$ cat src/rtl/mopshub_bus_scan_sequencer_if.sv
// rtl/mopshub_bus_scan_sequencer_if.sv - init-logic / power-trim handshake bundle for the bus scan sequencer
interface mopshub_bus_scan_sequencer_if;
  logic        start_scan;
  logic        trim_done;
  logic        endwait_all;
  logic        power_bus_en;
  logic [4:0]  power_bus_cnt;
  logic        start_trim_ack;
  logic        end_trim_bus;
  logic [31:0] bus_ok_mask;
  logic        busy;
  logic        sign_on_sig;

  modport slave (
    input  start_scan, trim_done, endwait_all,
    output power_bus_en, power_bus_cnt, start_trim_ack, end_trim_bus,
           bus_ok_mask, busy, sign_on_sig
  );

  modport master (
    output start_scan, trim_done, endwait_all,
    input  power_bus_en, power_bus_cnt, start_trim_ack, end_trim_bus,
           bus_ok_mask, busy, sign_on_sig
  );
endinterface

$ cat src/rtl/mopshub_bus_scan_sequencer.sv
// rtl/mopshub_bus_scan_sequencer.sv - walks CAN buses: power, settle, trim request, result, sign-on
module mopshub_bus_scan_sequencer #(
  parameter logic [4:0]  n_buses       = 5'd2,
  parameter logic [15:0] settle_cycles = 16'd16,
  parameter logic [15:0] trim_timeout  = 16'd1024
) (
  input  logic                          clk,
  input  logic                          rst,
  mopshub_bus_scan_sequencer_if.slave   bus
);

  localparam logic [2:0] IDLE      = 3'd0;
  localparam logic [2:0] POWER     = 3'd1;
  localparam logic [2:0] SETTLE    = 3'd2;
  localparam logic [2:0] TRIM_REQ  = 3'd3;
  localparam logic [2:0] TRIM_WAIT = 3'd4;
  localparam logic [2:0] DONE_BUS  = 3'd5;
  localparam logic [2:0] SIGN_ON   = 3'd6;

  logic [2:0]  r_state;
  logic [15:0] r_timer;
  logic [4:0]  r_cnt;
  logic [31:0] r_mask;
  logic        r_power_en;
  logic        r_ack;
  logic        r_end;
  logic        r_sign;
  logic        r_busy;
  logic [2:0]  w_next;

  always_comb begin
    w_next = r_state;
    case (r_state)
      IDLE:      if (bus.start_scan) w_next = POWER;
      POWER:     w_next = SETTLE;
      SETTLE:    if (r_timer == settle_cycles - 16'd1) w_next = TRIM_REQ;
      TRIM_REQ:  w_next = TRIM_WAIT;
      TRIM_WAIT: if (bus.trim_done || bus.endwait_all ||
                     r_timer == trim_timeout - 16'd1) w_next = DONE_BUS;
      DONE_BUS:  w_next = (r_cnt == n_buses - 5'd1) ? SIGN_ON : POWER;
      SIGN_ON:   w_next = IDLE;
      default:   w_next = IDLE;
    endcase
  end

  // Outputs are registered from the next state so each one lines up with its state.
  always_ff @(posedge clk) begin
    if (!rst) begin
      r_state    <= IDLE;
      r_timer    <= 16'd0;
      r_cnt      <= 5'd0;
      r_mask     <= 32'd0;
      r_power_en <= 1'b0;
      r_ack      <= 1'b0;
      r_end      <= 1'b0;
      r_sign     <= 1'b0;
      r_busy     <= 1'b0;
    end else begin
      r_state    <= w_next;
      r_power_en <= (w_next == SETTLE) || (w_next == TRIM_REQ) ||
                    (w_next == TRIM_WAIT) || (w_next == DONE_BUS);
      r_ack      <= (w_next == TRIM_REQ);
      r_end      <= (w_next == DONE_BUS);
      r_sign     <= (w_next == SIGN_ON);
      r_busy     <= (w_next != IDLE);

      // Timer only advances while staying in a timed state, so every entry restarts it at 0.
      if ((r_state == SETTLE || r_state == TRIM_WAIT) && w_next == r_state)
        r_timer <= r_timer + 16'd1;
      else
        r_timer <= 16'd0;

      if (r_state == IDLE && bus.start_scan) begin
        r_cnt  <= 5'd0;
        r_mask <= 32'd0;
      end
      if (r_state == TRIM_WAIT && bus.trim_done)
        r_mask[r_cnt] <= 1'b1;
      if (r_state == DONE_BUS && w_next == POWER)
        r_cnt <= r_cnt + 5'd1;
    end
  end

  assign bus.power_bus_en   = r_power_en;
  assign bus.power_bus_cnt  = r_cnt;
  assign bus.start_trim_ack = r_ack;
  assign bus.end_trim_bus   = r_end;
  assign bus.bus_ok_mask    = r_mask;
  assign bus.busy           = r_busy;
  assign bus.sign_on_sig    = r_sign;

endmodule

$ cat src/flat_wrapper.sv
// flat-port wrapper written by rule: the top's interface ports become plain ports
module mopshub_bus_scan_sequencer_flat 
#(
  parameter logic [4:0]  n_buses       = 5'd2,
  parameter logic [15:0] settle_cycles = 16'd16,
  parameter logic [15:0] trim_timeout  = 16'd1024
)
  (clk, rst, bus_start_scan, bus_trim_done, bus_endwait_all, bus_power_bus_en, bus_power_bus_cnt, bus_start_trim_ack, bus_end_trim_bus, bus_bus_ok_mask, bus_busy, bus_sign_on_sig);
  mopshub_bus_scan_sequencer_if bus_i ();
  input  logic clk;
  input  logic rst;
  input wire logic [$bits(bus_i.start_scan)-1:0] bus_start_scan;
  input wire logic [$bits(bus_i.trim_done)-1:0] bus_trim_done;
  input wire logic [$bits(bus_i.endwait_all)-1:0] bus_endwait_all;
  output wire logic [$bits(bus_i.power_bus_en)-1:0] bus_power_bus_en;
  output wire logic [$bits(bus_i.power_bus_cnt)-1:0] bus_power_bus_cnt;
  output wire logic [$bits(bus_i.start_trim_ack)-1:0] bus_start_trim_ack;
  output wire logic [$bits(bus_i.end_trim_bus)-1:0] bus_end_trim_bus;
  output wire logic [$bits(bus_i.bus_ok_mask)-1:0] bus_bus_ok_mask;
  output wire logic [$bits(bus_i.busy)-1:0] bus_busy;
  output wire logic [$bits(bus_i.sign_on_sig)-1:0] bus_sign_on_sig;
  assign bus_i.start_scan = bus_start_scan;
  assign bus_i.trim_done = bus_trim_done;
  assign bus_i.endwait_all = bus_endwait_all;
  assign bus_power_bus_en = bus_i.power_bus_en;
  assign bus_power_bus_cnt = bus_i.power_bus_cnt;
  assign bus_start_trim_ack = bus_i.start_trim_ack;
  assign bus_end_trim_bus = bus_i.end_trim_bus;
  assign bus_bus_ok_mask = bus_i.bus_ok_mask;
  assign bus_busy = bus_i.busy;
  assign bus_sign_on_sig = bus_i.sign_on_sig;
  mopshub_bus_scan_sequencer #(.n_buses(n_buses), .settle_cycles(settle_cycles), .trim_timeout(trim_timeout)) u_core (.clk(clk), .rst(rst), .bus(bus_i));
endmodule
$ cat config.mk
export PLATFORM = sky130hd
export DESIGN_NAME = mopshub_bus_scan_sequencer_flat
export DESIGN_NICKNAME = d
export VERILOG_FILES = /design/src/rtl/mopshub_bus_scan_sequencer_if.sv /design/src/rtl/mopshub_bus_scan_sequencer.sv /design/src/flat_wrapper.sv
export SDC_FILE = /design/constraint.sdc
export NUM_CORES = 1
export LEC_CHECK = 0
export CAP_MARGIN = 0
export CORE_MARGIN = 4
export CORE_UTILIZATION = 55
export CTS_CLUSTER_DIAMETER = 30
export DETAILED_ROUTE_END_ITERATION = 8
export GPL_TIMING_DRIVEN = 0
export HOLD_SLACK_MARGIN = 0.08
export PLACE_DENSITY = 0.83
export SKIP_LAST_GASP = 1
export SLEW_MARGIN = 10
export SYNTH_ARGS = -nofsm -noshare
export SYNTH_HDL_FRONTEND = slang
export SYNTH_SLANG_ARGS = --single-unit
$ cat constraint.sdc
create_clock -name clk -period 2.7 [get_ports clk]
set_input_delay 0.405 -clock clk [delete_from_list [all_inputs] [get_ports clk]]
set_output_delay 0.405 -clock clk [all_outputs]
set_load 0.02 [all_outputs]
==> key figures <==
Logic synthesis
  – YS warnings: 0
  – Synth Flop Type: dfxtp_1
  – Syn nets: 288
  – Netlist cell types: 45
  – Seq/Total Area, Yosys: 47.3%
  – EDFF count, synth: 0
  – Cells after Synth: 278
  – Ys async rst share: 0%
  – Syn_area_per_cell: 9.28 µm²
  – Mapped Area: 2580 µm²
  – Synth Register Bits: 61

Clock network
  – Num CTS Buffers: 9
  – Root buffer cell: clkbuf_8
  – Clock latency on the worst-skew pair: 330 ps
  – Clk slew on worst S/H paths: 60 ps
  – Max clock buf depth: 2
  – Hold buffers post-CTS: 0
  – H-tree Lvls: 3
  – CTS tree: built
  – Clock Sinks: 61
  – Post-CTS sizing: 0
  – Postcts setup bufs: 0

STA
  – Worst hold slack: 460 ps
  – Slew HR: 51.0%
  – Total negative setup slack: 0 ps
  – Slack of the critical path: 523 ps
  – Fmax: 0.459 GHz
  – Setup Skew: 5.07 ps
  – Final Max Slew Viols: 0
  – Measured slew at the worst slew-check pin: 733 ps
  – Minimum clock period: 2180 ps
  – Setup violators final: 0
  – RSZ-0062 raised after global routing: no
  – Final worst path period share: 80.6%
  – Final Hold Vio Count: 0

Worst hold path
  – Class of the worst hold path: register to register
  – HP Start: u_core.r_timer[0]$_SDFF_PN0_

Worst setup path
  – Crit Path Class: register to register
  – CP Max Fanout: 9
  – Critical Path Max Stage Delay: 640 ps
  – Crit path cell chain: ha_1, nor4b_2, o21ai_1, o311a_1
  – R2r startpoint: u_core.bus.power_bus_cnt[0]$_SDFFE_PN0P_
  – CP Launch Point: u_core.bus.power_bus_cnt[0]$_SDFFE_PN0P_
  – CP required: 2920 ps
  – Slowest CP cell: nor4b_2
  – Buf/Inv on CP: 0
  – CP top delay family: compound AO/OA/AOI/OAI gates
  – CP endpoint kind: register
  – Critical Path Start Type: register
  – Worst Path Arrival: 2390 ps

Drt
  – DRT Pass-1 Iters: 4
  – Total routed wirelength: 5990 µm
  – DRC Markers: 0
  – Drt wl/cell: 15.3 µm
  – Via count: 2304
  – DR iter-0 viols: 171
  – DR vias/cell: 5.89
  – Post-route ant nets: 0

Placed design
  – Place WS: 562 ps
  – DP HPWL: 4330 µm
  – # port buffers: 46
  – Placer Congestion: 0.847

Floorplanning
  – Chip width: 76.5 µm
  – Num ports: 47
  – Rows: 24
  – Die H: 76.5 µm
  – Die ar.: 5850 µm²
  – Core area: 4440 µm²
  – Initial Util: 58.1%

Global route
  – Gr usage total: 21.8%
  – Number of global-route vias before repair: 2179
  – Largest net degree at the start of global routing: 11
  – Antenna violations before repair: 0
  – Global-route wire length before repair: 10200 µm
  – GRT overflow: 0

Flow run
  – MaxCap Viol Count: 0

Power and ir drop
  – Leakage: 1.11 nW
  – Max rail drop VDD: 0.371 mV
  – Power per Cell Area: 523 nW/µm²

Status
  – Status: finished clean

Layout
  – Layout net count: 345
  – Leading cell types in the layout, fill and taps excluded: dfxtp_1 (61), nor2_1 (46), clkdlybuf4s50_1 (46)
  – Layout cells sized above 1: 10.0%
  – Fill cells: 324
  – Area added between synthesis and finish: 26.5%
  – ANT cells: 0
  – Leading cell type in the layout, fill and taps excluded: dfxtp_1
[cell families (layout without fill, tap and decap cells)]
family	Yosys count	after routing	synth area share (%)
AND/OR/NAND/NOR	117	117	24.1
AO/OA/AOI/OAI	56	56	16.7
flip-flops	61	61	47.3
adder cells (fa/ha/maj)	5	5	2.42
XOR/XNOR	13	13	4.41
buffers and inverters	25	86	4.56
multiplexers	1	1	0.436
[routing by layer]
layer	GRT usage (%)	share of wire (%)	vias up
li1	-	-	1128
met4	12.5	1.9	0
met2	36.8	50	63
met5	0	0	-
met1	25.7	44	1103
met3	4.49	4.2	10
[synthesized netlist by cell type, drive strengths merged, types with 5 or more instances]
library cell | instances | area (µm²)
a21oi | 6 | 30.0
and2 | 5 | 31.3
nand3 | 9 | 50.1
clkbuf | 7 | 26.3
nor3 | 19 | 95.1
ha | 5 | 62.6
nand4 | 6 | 37.5
a22oi | 32 | 240
nor4 | 7 | 43.8
buf | 9 | 57.6
nand2 | 7 | 26.3
xnor2 | 10 | 87.6
nor2 | 46 | 173
inv | 9 | 33.8
dfxtp | 61 | 1220
[power by group]
part | switching, mW | internal (mW)
Clock | 0.319 | 0.351
Combinational | 0.0822 | 0.0432
Sequential | 0.00365 | 0.910
Total | 0.404 | 1.30
[registers in the layout, summed over array words and instances, names as in the netlist]
register,count
u_core.bus.power_bus_cnt,5
u_core.bus.power_bus_en,1
u_core.r_state,3
u_core.bus.start_trim_ack,1
u_core.bus.sign_on_sig,1
u_core.bus.busy,1
u_core.r_timer,16
u_core.bus.bus_ok_mask,32
u_core.bus.end_trim_bus,1
[layout make-up]
| class | count | area (µm²) | share of cell area [%] |
|---|---|---|---|
| clock inverters | 2 | 10.0 | 0.307 |
| clock buffers | 13 | 149 | 4.56 |
| inverters | 9 | 33.8 | 1.03 |
| plain buffers | 16 | 83.8 | 2.57 |
| well taps | 52 | 65.1 | 1.99 |
| repair buffers | 46 | 460 | 14.1 |
| flip-flops and latches | 61 | 1220 | 37.4 |
| multi-input cells | 192 | 1240 | 38.0 |
[worst paths after layout]
path                                     endpoint  slack [ps]  cells after the start
max          u_core.bus.start_trim_ack$_SDFF_PN0_         520                      4
min                  u_core.r_timer[0]$_SDFF_PN0_         460                      1
max reg2reg  u_core.bus.start_trim_ack$_SDFF_PN0_         520                      4
min reg2reg          u_core.r_timer[0]$_SDFF_PN0_         460                      1
[worst register-to-register path, stage by stage (launching register included)]
cell     delay, ps
dfxtp_1        470
ha_1           300
nor4b_2        640
o21ai_1        270
o311a_1        380
[through the flow]
stage | cells | instance area, µm² | total power [mW] | util [%]
after floorplan | 278 | 2580 | 1.02 | -
after global placement | 376 | 3110 | 1.05 | 69.9
after detailed placement | 376 | 3110 | 1.06 | 69.9
after CTS | 391 | 3270 | 1.72 | 73.5
after global routing | 391 | 3270 | 1.77 | 73.5
final | 391 | 3270 | 1.71 | 73.5
Power figures use the tool's default switching activity.
